**src/rtl/uart_rx_ctrl.sv**
```systemverilog
// Oversampled UART receiver: 2-flop line synchronizer, framing FSM and a one-word holding register.
// Define UART_RX_PARITY_EN to compile in the parity bit check and the parity_odd port.
module uart_rx_ctrl #(
  parameter int DATA_BITS  = 8,
  parameter int OVERSAMPLE = 16
) (
  input  logic                 pclk,
  input  logic                 preset,
  input  logic                 rx_en,
  input  logic                 baud_tick,
  input  logic                 uart_rxd,
`ifdef UART_RX_PARITY_EN
  input  logic                 parity_odd,
`endif
  input  logic                 rx_ready,
  output logic [DATA_BITS-1:0] rx_data,
  output logic                 rx_valid,
  output logic                 frame_err,
  output logic                 parity_err,
  output logic                 overrun_err,
  output logic                 busy
);

  localparam int TW = $clog2(OVERSAMPLE);
  localparam int BW = (DATA_BITS > 1) ? $clog2(DATA_BITS) : 1;
  localparam logic [TW-1:0] TICK_HALF = TW'(OVERSAMPLE / 2 - 1);
  localparam logic [TW-1:0] TICK_LAST = TW'(OVERSAMPLE - 1);
  localparam logic [BW-1:0] BIT_LAST  = BW'(DATA_BITS - 1);

  typedef enum logic [2:0] {
    IDLE,
    START,
    DATA,
`ifdef UART_RX_PARITY_EN
    PARITY,
`endif
    STOP
  } state_t;

  state_t                 state;
  logic [TW-1:0]          tick_cnt;
  logic [BW-1:0]          bit_cnt;
  logic [DATA_BITS-1:0]   shift_p0;
  logic                   sync_p0;
  logic                   rxd_s;
  logic                   rxd_s_p1;
  logic                   par_bad;
  logic                   mid_sample;
  logic                   start_sample;
  logic                   load;

`ifdef UART_RX_PARITY_EN
  // Even parity: data plus parity bit carry an even count of ones; odd parity: an odd count.
  function automatic logic parity_mismatch(input logic [DATA_BITS-1:0] word,
                                           input logic pbit, input logic odd);
    return (^word ^ pbit) != odd;
  endfunction
`endif

  // Stage p0/p1: metastability synchronizer plus one-cycle history for falling-edge detect
  always_ff @(posedge pclk or posedge preset) begin
    if (preset) begin
      sync_p0  <= 1'b1;
      rxd_s    <= 1'b1;
      rxd_s_p1 <= 1'b1;
    end else begin
      sync_p0  <= uart_rxd;
      rxd_s    <= sync_p0;
      rxd_s_p1 <= rxd_s;
    end
  end

  assign start_sample = baud_tick && (tick_cnt == TICK_HALF);
  assign mid_sample   = baud_tick && (tick_cnt == TICK_LAST);
  assign load         = rx_en && (state == STOP) && mid_sample && rxd_s && !par_bad;

  // Framing FSM: counts oversample ticks and shifts data LSB first
  always_ff @(posedge pclk or posedge preset) begin
    if (preset) begin
      state     <= IDLE;
      tick_cnt  <= '0;
      bit_cnt   <= '0;
      shift_p0  <= '0;
      busy      <= 1'b0;
      frame_err <= 1'b0;
`ifdef UART_RX_PARITY_EN
      par_bad    <= 1'b0;
      parity_err <= 1'b0;
`endif
    end else begin
      frame_err <= 1'b0;
`ifdef UART_RX_PARITY_EN
      parity_err <= 1'b0;
`endif
      if ((state != IDLE) && !rx_en) begin
        state <= IDLE;
        busy  <= 1'b0;
      end else begin
        case (state)
          IDLE: begin
            if (rx_en && rxd_s_p1 && !rxd_s) begin
              state    <= START;
              tick_cnt <= '0;
              busy     <= 1'b1;
            end
          end
          START: begin
            if (start_sample) begin
              tick_cnt <= '0;
              bit_cnt  <= '0;
`ifdef UART_RX_PARITY_EN
              par_bad  <= 1'b0;
`endif
              if (!rxd_s) begin
                state <= DATA;
              end else begin
                state <= IDLE;
                busy  <= 1'b0;
              end
            end else if (baud_tick) begin
              tick_cnt <= tick_cnt + TW'(1);
            end
          end
          DATA: begin
            if (mid_sample) begin
              tick_cnt <= '0;
              shift_p0 <= {rxd_s, shift_p0[DATA_BITS-1:1]};
              if (bit_cnt == BIT_LAST) begin
                bit_cnt <= '0;
`ifdef UART_RX_PARITY_EN
                state   <= PARITY;
`else
                state   <= STOP;
`endif
              end else begin
                bit_cnt <= bit_cnt + BW'(1);
              end
            end else if (baud_tick) begin
              tick_cnt <= tick_cnt + TW'(1);
            end
          end
`ifdef UART_RX_PARITY_EN
          PARITY: begin
            if (mid_sample) begin
              tick_cnt   <= '0;
              par_bad    <= parity_mismatch(shift_p0, rxd_s, parity_odd);
              parity_err <= parity_mismatch(shift_p0, rxd_s, parity_odd);
              state      <= STOP;
            end else if (baud_tick) begin
              tick_cnt <= tick_cnt + TW'(1);
            end
          end
`endif
          STOP: begin
            if (mid_sample) begin
              tick_cnt <= '0;
              state    <= IDLE;
              busy     <= 1'b0;
              // A frame already flagged for parity reports nothing further
              if (!rxd_s && !par_bad) frame_err <= 1'b1;
            end else if (baud_tick) begin
              tick_cnt <= tick_cnt + TW'(1);
            end
          end
          default: begin
            state <= IDLE;
            busy  <= 1'b0;
          end
        endcase
      end
    end
  end

`ifndef UART_RX_PARITY_EN
  assign par_bad    = 1'b0;
  assign parity_err = 1'b0;
`endif

  // Stage p1: holding register; a load in a consuming cycle replaces the old word
  always_ff @(posedge pclk or posedge preset) begin
    if (preset) begin
      rx_data     <= '0;
      rx_valid    <= 1'b0;
      overrun_err <= 1'b0;
    end else begin
      overrun_err <= 1'b0;
      if (load) begin
        if (rx_valid && !rx_ready) begin
          overrun_err <= 1'b1;
        end else begin
          rx_data  <= shift_p0;
          rx_valid <= 1'b1;
        end
      end else if (rx_ready) begin
        rx_valid <= 1'b0;
      end
    end
  end

endmodule

```
**config.mk**
```make
export PLATFORM = sky130hd
export DESIGN_NAME = uart_rx_ctrl
export DESIGN_NICKNAME = d
export VERILOG_FILES = /design/src/rtl/uart_rx_ctrl.sv
export SDC_FILE = /design/constraint.sdc
export NUM_CORES = 1
export LEC_CHECK = 0
export ABC_AREA = 1
export BUFFER_PORTS_ARGS = -buffer_cell sky130_fd_sc_hd__buf_4
export CAP_MARGIN = 20
export CORE_MARGIN = 4
export CORE_UTILIZATION = 40
export CTS_CLUSTER_SIZE = 14
export DETAILED_ROUTE_END_ITERATION = 12
export SLEW_MARGIN = 0
export SYNTH_ARGS = -nofsm -noshare
export SYNTH_HDL_FRONTEND = slang
export SYNTH_SLANG_ARGS = --single-unit
```
**constraint.sdc**
```tcl
create_clock -name pclk -period 2.76 [get_ports pclk]
set_input_delay 0.552 -clock pclk [delete_from_list [all_inputs] [get_ports pclk]]
set_output_delay 0.552 -clock pclk [all_outputs]
set_load 0.01 [all_outputs]
```
==> impl_metrics.yaml <==
worst_setup_path:
  required_ns: 2.92
  worstSetupPathType: "reg2reg"
  crit_fanout: 16
  cp.arrival_ns: 1.73
  crit_path_start_kind: "flip-flop"
  end_kind: "flip-flop"
timing:
  min_period_ns: 1.570
  period_share_pct: 56.89
  finalSetupViolCount: 0
  final_hold_viol_count: 0
  skew_ns: 0.007526
  fin_setup_tns_ns: 0
  finalMaxSlewViolations: 0
  rsz0062_at_grt: "false"
  fmax_mhz: 636.9
cts:
  post_cts_resize_count: 0
  tritoncts: "done"
  htree_levels: 2
  clk_path_buf_depth: 2
  cts_made_buffers: 5
  cts-root-buf: "clkbuf_8"
  hold_buffers: 0
  clock_latency_ns: 0.28
  post-cts-setup-buffers: 0
  cts.clk_slew.worst_paths_ns: 0.07
  cts_num_sinks: 32
logic_synthesis:
  synth_adder_area_share_pct: 2.349
  synth_xor_xnor_area_share_pct: 0.5482
  yosys.cell_types.count: 30
  muxShareOfSynthArea_pct: 0
  synthTopCellsByArea: "dfrtp_1 (45%), nand2_1 (12%), inv_1 (5.4%), dfstp_2 (4.9%), o21ai_2 (4.9%)"
  synth_top_family_by_area: "simple AND/OR/NAND/NOR gates"
  ys_ff_latch: 32
  ys_warn_count: 0
  synth_cells: 183
  synth_area_mm2: 0.001598
  syn_area_per_cell_um2: 8.731
  synth_top_area_share_pct: 45.42
  synth-compound-area-share_pct: 10.02
  synthSimpleGateAreaFrac_pct: 28.35
  synth_area_leader_cell: "dfrtp_1"
  yosysSeqAreaShare_pct: 50.35
  syn-num-nets: 192
floorplan:
  die_w_um: 71.20
  num_rows: 22
  io_pins: 19
  core-area_mm2: 0.003771
  start_util_pct: 42.37
  die_h_um: 71.20
  die-area_mm2: 0.005069
global_routing:
  grt_overflow_total: 0
  grt_max_degree: 33
  grt_use_total_pct: 14.42
  grt_pass1_wl_um: 5678
  grt_pass1_vias: 1345
  antenna_found_initial: 0
drt:
  ant_nets: 0
  vias_per_cell: 4.865
  firstDrtPassIters: 4
  totalWireLength_um: 3035
  first_iter_violations: 44
  post-route-drc-count: 0
  wire_per_inst_um: 12.04
  vias: 1226
worst_hold_path:
  min-delay-path-class: "in2async"
placement:
  io_buffers: 17
  dp.final_hpwl_um: 2275
  dp_cells: 244
  gp_congestion: 0.7904
cells_and_area:
  area_growth_pct: 15.35
  stdcell_count: 252
  drive_gt1_share_pct: 24.02
  fin_nets: 212
  antenna_cells: 0
power_and_ir_drop:
  p_per_area_mw_per_mm2: 635.1
  p_leak_nw: 0.9842
  ir_worst_vdd_v: 0.0004082
status:
  status: "completed"
job:
  drv_cap: 0
==> worst max-delay path, cell delays in order (launching register included) <==
cell and delay [ns]:
dfrtp_1 0.42, ha_1 0.26, nand2_4 0.11, nor2_8 0.17, nand4_4 0.27, nand2_1 0.17, o21ai_2 0.06
==> layer usage <==
metal	global-route usage [%]	routed length, µm
met4	6.681	61
met5	0	0
met3	5.114	125
met1	16.31	1268
met2	24.18	1578
==> cells in the final DEF, fill, tap and decap left out, types with 2 or more instances in the layout <==
| master | Yosys | final |
|---|---|---|
| o21ai_1 | 9 | 9 |
| ha_1 | 3 | 3 |
| clkbuf_1 | 0 | 2 |
| clkbuf_8 | 0 | 6 |
| nand2_1 | 52 | 52 |
| o21ai_2 | 9 | 9 |
| dfrtp_1 | 29 | 29 |
| nand2_4 | 2 | 2 |
| nor2_2 | 2 | 2 |
| nand4_1 | 3 | 3 |
| buf_4 | 1 | 18 |
| inv_1 | 23 | 23 |
| nor2_1 | 12 | 12 |
| a21oi_1 | 2 | 2 |
| dfstp_2 | 3 | 3 |
| nand3_1 | 11 | 11 |
| nand2_2 | 5 | 5 |
==> Yosys cell counts <==
| cell type | instances |
|---|---|
| nand2_1 | 52 |
| dfrtp_1 | 29 |
| inv_1 | 23 |
| nor2_1 | 12 |
| nand3_1 | 11 |
| o21ai_1 | 9 |
| o21ai_2 | 9 |
| nand2_2 | 5 |
| dfstp_2 | 3 |
| ha_1 | 3 |
| nand4_1 | 3 |
| a21oi_1 | 2 |
| buf_2 | 2 |
| buf_6 | 2 |
| nand2_4 | 2 |
| nor2_2 | 2 |
| a31oi_1 | 1 |
| and2_1 | 1 |
| buf_4 | 1 |
| conb_1 | 1 |
| inv_2 | 1 |
| nand3b_1 | 1 |
| nand4_4 | 1 |
| nor2_4 | 1 |
| nor2_8 | 1 |
| nor4_1 | 1 |
| o211ai_1 | 1 |
| o21ai_0 | 1 |
| o21bai_1 | 1 |
| xor2_1 | 1 |
==> area by class of cell <==
class / count / area [µm²]
multi-input cells: 122 / 663.1
clock buffers: 8 / 90.09
fillers: 372 / 1928
inverters: 24 / 90.09
flip-flops and latches: 32 / 804.5
well taps: 48 / 60.06
repair buffers: 18 / 135.1
==> path summary, 6_finish.rpt <==
path / startpoint / to / slack [ns] / cells past startpoint
hold reg to reg: sync_p0 / rxd_s / 0.36 / 0
hold / removal: preset / rx_data[7] / 0.36 / 3
min in group pclk: sync_p0 / rxd_s / 0.36 / 0
setup / recovery: tick_cnt[0] / rx_data[6] / 1.19 / 6
max in group asynchronous: preset / rxd_s_p1 / 2.07 / 3
setup reg to reg: tick_cnt[0] / rx_data[6] / 1.19 / 6
==> cell families after synthesis <==
group,count (synthesis)
compound gates,24
xor+xnor,1
fa+ha+maj,3
buf+inv,29
flops,32
other cells,1
simple gates,93
==> registers in the layout (all words and copies together) (netlist names) <==
| name | count |
|---|---|
| rxd_s_p1 | 1 |
| tick_cnt | 4 |
| rx_data | 8 |
| state | 2 |
| rxd_s | 1 |
| bit_cnt | 3 |
| shift_p0 | 8 |
| frame_err | 1 |
| busy | 1 |
| rx_valid | 1 |
| overrun_err | 1 |
| sync_p0 | 1 |
==> metrics by stage <==
| step | utilization, % | cell area [µm²] | hold slack (ns) | setup slack [ns] | power [mW] |
|---|---|---|---|---|---|
| 3_5_place_dp | 46.48 | 1753 | 0.3472 | 1.173 | 0.8200 |
| 3_3_place_gp | 46.48 | 1753 | 0.3465 | 1.230 | 0.8074 |
| 2_1_floorplan | - | 1598 | 0.3452 | 1.306 | 0.7519 |
| 5_1_grt | 48.87 | 1843 | 0.3574 | 1.056 | 1.262 |
| 4_1_cts | 48.87 | 1843 | 0.3560 | 1.166 | 1.189 |
| 6_report | 48.87 | 1843 | 0.3574 | 1.190 | 1.171 |
==> where the power goes <==
| group | total [mW] | switching, mW | internal, mW |
|---|---|---|---|
| Clock | 0.360 | 0.157 | 0.203 |
| Combinational | 0.244 | 0.149 | 0.0944 |
| Sequential | 0.567 | 0.0555 | 0.511 |
| Total | 1.17 | 0.362 | 0.809 |
(Power assumes the default switching activity.)
